==> config.mk <==
export PLATFORM = sky130hd
export DESIGN_NAME = iserdes_frame_align
export DESIGN_NICKNAME = d
export VERILOG_FILES = /design/src/rtl/iserdes_pkg.sv /design/src/rtl/iserdes_lane_interleave.sv /design/src/rtl/iserdes_frame_align.sv
export SDC_FILE = /design/constraint.sdc
export NUM_CORES = 1
export LEC_CHECK = 0
export CORE_UTILIZATION = 35
export DETAILED_ROUTE_END_ITERATION = 6
export GPL_ROUTABILITY_DRIVEN = 0
export PLACE_DENSITY = 0.68
export SYNTH_ARGS = -nofsm -noshare
export SYNTH_HDL_FRONTEND = slang
export SYNTH_SLANG_ARGS = --single-unit
==> constraint.sdc <==
create_clock -name clkdiv -period 1.4 [get_ports clkdiv]
set_input_delay 0.21 -clock clkdiv [delete_from_list [all_inputs] [get_ports clkdiv]]
set_output_delay 0.21 -clock clkdiv [all_outputs]
set_load 0.1 [all_outputs]
==> src/rtl/iserdes_pkg.sv <==
// Shared definitions for the ISERDES frame aligner.
//   - align_state_e : training / lock FSM state encoding
//   - interleave2   : bit-interleave two lane words into one sample word
//   - FramePatDefault : frame-lane word seen when word alignment is correct
package iserdes_pkg;

    // Widest lane word interleave2 can handle; callers pass their real width.
    localparam int unsigned MaxDw = 32;

    localparam logic [7:0] FramePatDefault = 8'hF0;

    typedef enum logic [2:0] {
        StIdle,
        StCheck,
        StSlip,
        StSettle,
        StVerify,
        StLocked,
        StFail
    } align_state_e;

    // Result bit 2*i+1 carries a[i], bit 2*i carries b[i]; bits above 2*dw are 0.
    function automatic logic [2*MaxDw-1:0] interleave2(input logic [MaxDw-1:0] a,
                                                       input logic [MaxDw-1:0] b,
                                                       input int unsigned      dw);
        logic [2*MaxDw-1:0] w;
        w = '0;
        for (int unsigned i = 0; i < MaxDw; i++) begin
            if (i < dw) begin
                w[2*i+1] = a[i];
                w[2*i]   = b[i];
            end
        end
        return w;
    endfunction

endpackage

==> src/rtl/iserdes_lane_interleave.sv <==
// One ADC channel: polarity-correct lane A and lane B, bit-interleave them and register
// the result.
//   clkdiv  : divided fabric clock
//   reset   : asynchronous active-high reset, clears dout
//   lane_a  : lane A word (DW bits)
//   lane_b  : lane B word (DW bits)
//   inv_a   : invert lane A, sampled together with the lane data
//   inv_b   : invert lane B, sampled together with the lane data
//   dout    : registered {a[DW-1],b[DW-1],...,a[0],b[0]}
module iserdes_lane_interleave
    import iserdes_pkg::*;
#(
    parameter int unsigned DW = 8
) (
    input  logic            clkdiv,
    input  logic            reset,
    input  logic [DW-1:0]   lane_a,
    input  logic [DW-1:0]   lane_b,
    input  logic            inv_a,
    input  logic            inv_b,
    output logic [2*DW-1:0] dout
);

    logic [MaxDw-1:0]   a_ext;
    logic [MaxDw-1:0]   b_ext;
    logic [2*MaxDw-1:0] word;
    logic [2*DW-1:0]    dout_d;
    logic [2*DW-1:0]    dout_q;
    logic               unused_word;

    always_comb begin
        a_ext  = MaxDw'(lane_a ^ {DW{inv_a}});
        b_ext  = MaxDw'(lane_b ^ {DW{inv_b}});
        word   = interleave2(a_ext, b_ext, DW);
        dout_d = word[2*DW-1:0];
    end

    // Upper bits of word are always zero for DW < MaxDw.
    assign unused_word = ^word;

    always_ff @(posedge clkdiv or posedge reset) begin
        if (reset) begin
            dout_q <= '0;
        end else begin
            dout_q <= dout_d;
        end
    end

    assign dout = dout_q;

endmodule

==> src/rtl/iserdes_frame_align.sv <==
// Word aligner for NCH 2-lane LVDS ADC channels behind ISERDES deserializers.
// Pulses bitslip until the frame lane shows FRAME_PAT, confirms the match MATCH_CNT times,
// then holds lock until MISS_LIMIT consecutive frame misses. Sample words are emitted every
// cycle; dout_valid qualifies them while locked.
//   clkdiv     : divided fabric clock
//   reset      : asynchronous active-high reset
//   train      : 1 = run/keep alignment, 0 = return to idle
//   frame      : deserialized frame-lane word
//   lane_a/b   : per-channel lane words, channel c at [c*DW +: DW]
//   inv_a/b    : per-channel lane polarity invert
//   bitslip    : one-cycle pulse to every ISERDES BITSLIP input
//   dout       : channel c at [c*2*DW +: 2*DW]
//   dout_valid : dout qualifier, follows locked
//   locked     : frame alignment held
//   slip_cnt   : bitslips issued in the current training run
//   align_err  : training ran out of slip positions without lock
module iserdes_frame_align
    import iserdes_pkg::*;
#(
    parameter int unsigned   NCH        = 2,
    parameter int unsigned   DW         = 8,
    parameter logic [DW-1:0] FRAME_PAT  = DW'(FramePatDefault),
    parameter int unsigned   SLIP_WAIT  = 3,
    parameter int unsigned   MATCH_CNT  = 16,
    parameter int unsigned   MISS_LIMIT = 4,
    localparam int unsigned  SlipW      = $clog2(2*DW) + 1
) (
    input  logic                clkdiv,
    input  logic                reset,
    input  logic                train,
    input  logic [DW-1:0]       frame,
    input  logic [NCH*DW-1:0]   lane_a,
    input  logic [NCH*DW-1:0]   lane_b,
    input  logic [NCH-1:0]      inv_a,
    input  logic [NCH-1:0]      inv_b,
    output logic                bitslip,
    output logic [NCH*2*DW-1:0] dout,
    output logic                dout_valid,
    output logic                locked,
    output logic [SlipW-1:0]    slip_cnt,
    output logic                align_err
);

    localparam int unsigned SettleW = (SLIP_WAIT > 1) ? $clog2(SLIP_WAIT) : 1;
    localparam int unsigned MatchW  = $clog2(MATCH_CNT + 1);
    localparam int unsigned MissW   = $clog2(MISS_LIMIT + 1);

    align_state_e       state_d,     state_q;
    logic [SlipW-1:0]   slip_cnt_d,  slip_cnt_q;
    logic [SettleW-1:0] settle_d,    settle_q;
    logic [MatchW-1:0]  match_d,     match_q;
    logic [MissW-1:0]   miss_d,      miss_q;
    logic               bitslip_d,   bitslip_q;
    logic               align_err_d, align_err_q;
    logic               locked_d,    locked_q;
    logic               frame_ok;

    always_comb begin
        state_d     = state_q;
        slip_cnt_d  = slip_cnt_q;
        settle_d    = settle_q;
        match_d     = match_q;
        miss_d      = miss_q;
        align_err_d = align_err_q;
        frame_ok    = (frame == FRAME_PAT);

        if (!train) begin
            // slip_cnt and align_err stay visible while idle.
            state_d  = StIdle;
            settle_d = '0;
            match_d  = '0;
            miss_d   = '0;
        end else begin
            unique case (state_q)
                StIdle: begin
                    state_d     = StCheck;
                    slip_cnt_d  = '0;
                    align_err_d = 1'b0;
                end
                StCheck: begin
                    if (frame_ok) begin
                        state_d = StVerify;
                        match_d = MatchW'(1);
                    end else begin
                        state_d    = StSlip;
                        slip_cnt_d = slip_cnt_q + SlipW'(1);
                    end
                end
                StSlip: begin
                    settle_d = '0;
                    if (slip_cnt_q == SlipW'(2*DW)) begin
                        state_d     = StFail;
                        align_err_d = 1'b1;
                    end else begin
                        state_d = StSettle;
                    end
                end
                StSettle: begin
                    // Frame is not trusted until the ISERDES has finished shifting.
                    if (settle_q == SettleW'(SLIP_WAIT - 1)) begin
                        state_d = StCheck;
                    end else begin
                        settle_d = settle_q + SettleW'(1);
                    end
                end
                StVerify: begin
                    if (frame_ok) begin
                        if (match_q == MatchW'(MATCH_CNT - 1)) begin
                            state_d = StLocked;
                            match_d = '0;
                            miss_d  = '0;
                        end else begin
                            match_d = match_q + MatchW'(1);
                        end
                    end else begin
                        state_d    = StSlip;
                        match_d    = '0;
                        slip_cnt_d = slip_cnt_q + SlipW'(1);
                    end
                end
                StLocked: begin
                    if (frame_ok) begin
                        miss_d = '0;
                    end else if (miss_q == MissW'(MISS_LIMIT - 1)) begin
                        state_d    = StCheck;
                        miss_d     = '0;
                        slip_cnt_d = '0;
                    end else begin
                        miss_d = miss_q + MissW'(1);
                    end
                end
                StFail: begin
                    state_d = StFail;
                end
                default: begin
                    state_d = StIdle;
                end
            endcase
        end

        // Registered outputs: bitslip is high exactly while the FSM sits in StSlip.
        bitslip_d = (state_d == StSlip);
        // locked trails entry into StLocked by one cycle, and drops one cycle after lock is
        // lost, but drops at once when train is withdrawn.
        locked_d  = train && (state_q == StLocked);
    end

    always_ff @(posedge clkdiv or posedge reset) begin
        if (reset) begin
            state_q     <= StIdle;
            slip_cnt_q  <= '0;
            settle_q    <= '0;
            match_q     <= '0;
            miss_q      <= '0;
            bitslip_q   <= 1'b0;
            align_err_q <= 1'b0;
            locked_q    <= 1'b0;
        end else begin
            state_q     <= state_d;
            slip_cnt_q  <= slip_cnt_d;
            settle_q    <= settle_d;
            match_q     <= match_d;
            miss_q      <= miss_d;
            bitslip_q   <= bitslip_d;
            align_err_q <= align_err_d;
            locked_q    <= locked_d;
        end
    end

    assign bitslip    = bitslip_q;
    assign slip_cnt   = slip_cnt_q;
    assign align_err  = align_err_q;
    assign locked     = locked_q;
    assign dout_valid = locked_q;

    for (genvar c = 0; c < NCH; c++) begin : g_ch
        iserdes_lane_interleave #(
            .DW(DW)
        ) u_lane (
            .clkdiv(clkdiv),
            .reset (reset),
            .lane_a(lane_a[c*DW +: DW]),
            .lane_b(lane_b[c*DW +: DW]),
            .inv_a (inv_a[c]),
            .inv_b (inv_b[c]),
            .dout  (dout[c*2*DW +: 2*DW])
        );
    end

endmodule

==> results.py <==
metrics = {
    "yosys": {
        "yosys_warnings": 0,
        "synthAdderAreaFrac_pct": 2.67,
        "synthFlopType": "dfrtp_1",
        "async_flop_share_pct": 100,
        "synth_compound_area_share_pct": 12.2,
        "postSynthCellCount": 191,
        "synth_top_family_by_area": "XOR/XNOR gates",
        "synth_area_um2": 2340,
        "synth_xor_area_share_pct": 12.3,
        "synth_edf_count": 0,
        "seq_area_frac_synth_pct": 56.6,
        "syn_area_per_cell_um2": 12.3,
        "ys_ff_latch": 53,
        "synth_nets": 243,
        "yosys.area_share.simple_pct": 11.7,
        "synth.distinct_cells": 45,
        "synth_mux_area_share_pct": 0.908,
    },
    "global_routing": {
        "grt_use_total_pct": 15.8,
        "grt_pass1_wl_mm": 8.69,
        "first_global_vias": 1921,
        "grt_max_degree": 23,
        "antenna_found_initial": 0,
        "overflow": 0,
    },
    "power_and_ir_drop": {
        "p_leak_nw": 1.87,
        "p_int_mw": 3.06,
        "power_mw": 5.14,
        "switching_share_pct": 40.6,
        "pwr-share-clk_pct": 17.9,
        "combPwrFrac_pct": 45.6,
        "seq_power_share_pct": 36.5,
        "ir_drop_mv": 1.05,
        "switching_power_mw": 2.09,
        "powerDensity_nw_per_um2": 1220,
    },
    "worst_setup_path": {
        "cp_top_family": "flip-flops",
        "path_buf_inv": 0,
        "critPathCaptureType": "register",
        "setup.worst_path.start_class": "register",
        "reg2reg_slack_ps": -170,
        "r2r_end": "miss_q[0]",
        "setup.worst_path.class": "reg -> reg",
        "worstPathMaxFanout": 3,
        "rr_worst_depth": 5,
        "cp.arrival_ps": 1760,
        "cp_cell_sequence": "ha_2 > and4b_2 > a31oi_1 > o31a_1 > mux2_4",
        "reg2reg_from": "match_q[1]",
        "slowest_stage": "dfrtp_1",
        "crit_required_ps": 1590,
        "slowest_delay_ps": 380,
    },
    "placement": {
        "hpwl_mm": 4.19,
        "port_buffers": 87,
        "pre_cts_slack_ps": -407,
    },
    "die": {
        "coreArea_um2": 6420,
        "dieArea_um2": 7020,
        "initial_core_util_pct": 36.5,
        "die_w_um": 83.8,
        "fp-row-count": 29,
        "ioPinCount": 88,
        "die_y_um": 83.8,
    },
    "clock_tree": {
        "postCtsHoldBufs": 0,
        "htreeDepth": 2,
        "root_buffer": "clkbuf_8",
        "cts_tree": "done",
        "path_clk_slew_ps": 90,
        "cts_buffers": 5,
        "clock_latency_ps": 300,
        "clockBufferDepth": 2,
        "cts.sinks": 53,
    },
    "cells_and_area": {
        "fin_nets": 368,
        "drive_above_1_share_pct": 40.1,
        "area_growth_pct": 79.9,
        "n_antenna_cell": 0,
        "final_core_util_pct": 65.6,
    },
    "sta": {
        "finalCritPeriodShare_pct": 112,
        "timing.fmax_mhz": 638,
        "finalCriticalPeriod_ps": 1570,
        "fin_skew_ps": 6.54,
        "setup_viol": 13,
        "worst_pin_slew_ps": 450,
        "slew_headroom_pct": 69.9,
        "tns_ps": -1160,
        "final.setup.worst_slack_ps": -167,
        "slew_viol_final": 0,
        "hold_violations": 0,
        "rsz0062_at_grt": "yes",
    },
    "routing": {
        "dr.pass1.iters": 6,
        "routedWlPerCell_um": 13.8,
        "drt.antenna.violating_nets": 0,
        "drt_iter0_drc": 57,
        "routed_wl_mm": 5.44,
        "drc": 4,
        "vias": 1888,
        "avgViaCountPerCell": 4.79,
    },
    "job": {
        "cap_violations": 0,
    },
    "outcome": {
        "violations": "DRC, setup timing",
        "status": "complete, but fails checks",
    },
    "hold_path": {
        "hp-class": "in -> async",
    },
}
[kinds of logic after synthesis]
group,Yosys count
AOI/OAI and AO/OA,36
xor gates and xnor gates,33
adders and majority gates,5
buffers and inverters,18
DFF,53
muxes,2
and+or+nand+nor,44
[flip-flops by register name, summed over array words and instances, names as in the netlist]
register	count
g_ch.u_lane.dout	32
match_q	5
slip_cnt	5
miss_q	3
state_q	3
settle_q	2
align_err	1
bitslip	1
dout_valid	1
[per-stage QoR]
stage	instances	area [um^2]	hold WS (ps)
finish	394	4210	179
global route	394	4210	176
CTS	388	4100	176
detailed placement	376	3950	481
global placement	376	3950	464
floorplan	191	2380	271
[power groups by stage]
stage / clock network (mW) / logic [mW] / registers (mW)
finish: 0.920 / 2.35 / 1.88
floorplan: 0 / 0.297 / 2.89
CTS: 0.947 / 2.33 / 1.88
global route: 1.03 / 2.44 / 1.90
global placement: 0 / 2.29 / 1.90
detailed placement: 0 / 2.31 / 1.91
[worst max path at each step]
stage	start	endpoint	slack [ps]	depth (start not counted)
after floorplan	match_q[0]	miss_q[0]	-110	5
after global placement	frame[2]	slip_cnt[1]	-380	5
after detailed placement	frame[2]	slip_cnt[1]	-410	5
after CTS	match_q[1]	miss_q[0]	-180	5
after global routing	state_q[0]	slip_cnt[4]	-210	4
final	match_q[1]	miss_q[0]	-170	5
[worst reg2reg max path, delay by kind of cell (launching register included)]
kind	cells	cell delay, ps
AO/OA/AOI/OAI	2	370
flip-flops	1	380
multiplexers	1	270
AND/OR/NAND/NOR	1	260
adder cells (fa/ha/maj)	1	190
[layout make-up]
| cell class | count | area [um^2] |
|---|---|---|
| inverters | 8 | 33.8 |
| flip-flops and latches | 53 | 1340 |
| clock buffers | 7 | 96.3 |
| multi-input cells | 120 | 1030 |
| fillers | 450 | 2210 |
| clock inverters | 1 | 5.00 |
| well taps | 77 | 96.3 |
| repair buffers | 128 | 1610 |
[cell usage in the layout, fill, tap and decap left out, drive strengths merged, types with 2 or more instances in the layout]
cell type and count:
buf 82, dfrtp 53, clkdlybuf4s50 46, xor2 33, nand2 11, clkbuf 7
inv 7, a31oi 6, a21oi 6, nor2 5, nand2b 5, ha 5
o21ai 5, nand3 4, nor3 3, nor3b 3, nor2b 3, and4bb 2
a21o 2, a221oi 2, a22oi 2, o21a 2, a41oi 2, o31ai 2
[timing repair]
action | CTS | global route
setup endpoints to repair | 14 | 19
pin swaps | 5 | 12
setup buffers | 4 | 6
resized for setup | 8 | 16
[metal layers]
layer / wire length, um / track usage [%] / share of wire, %
met5: 0 / 0 / 0
met4: 71 / 5.64 / 1.3
met3: 519 / 7.52 / 9.5
met2: 2820 / 27.8 / 52
met1: 2030 / 16.4 / 37
[cell usage after synthesis (2+ instances only)]
| master | number | area share [%] |
|---|---|---|
| a31oi_1 | 6 | 1.6 |
| ha_1 | 5 | 2.7 |
| a221oi_4 | 2 | 2.2 |
| nor3b_1 | 3 | 0.96 |
| nand2_1 | 10 | 1.6 |
| o21a_1 | 2 | 0.64 |
| and4bb_4 | 2 | 1.4 |
| a21oi_1 | 6 | 1.3 |
| a41oi_1 | 2 | 0.75 |
| dfrtp_1 | 53 | 57 |
| nor3_1 | 3 | 0.64 |
| clkbuf_1 | 5 | 0.80 |
| nor2b_1 | 3 | 0.80 |
| xor2_1 | 33 | 12 |
| o31ai_1 | 2 | 0.64 |
| nand2b_1 | 5 | 1.3 |
| nor2_1 | 5 | 0.80 |
| nand3_1 | 4 | 0.85 |
| o21ai_0 | 3 | 0.64 |
| a21o_1 | 2 | 0.64 |
| inv_1 | 8 | 1.3 |
| buf_2 | 3 | 0.64 |
| a22oi_1 | 2 | 0.64 |
(Power assumes the default switching activity.)
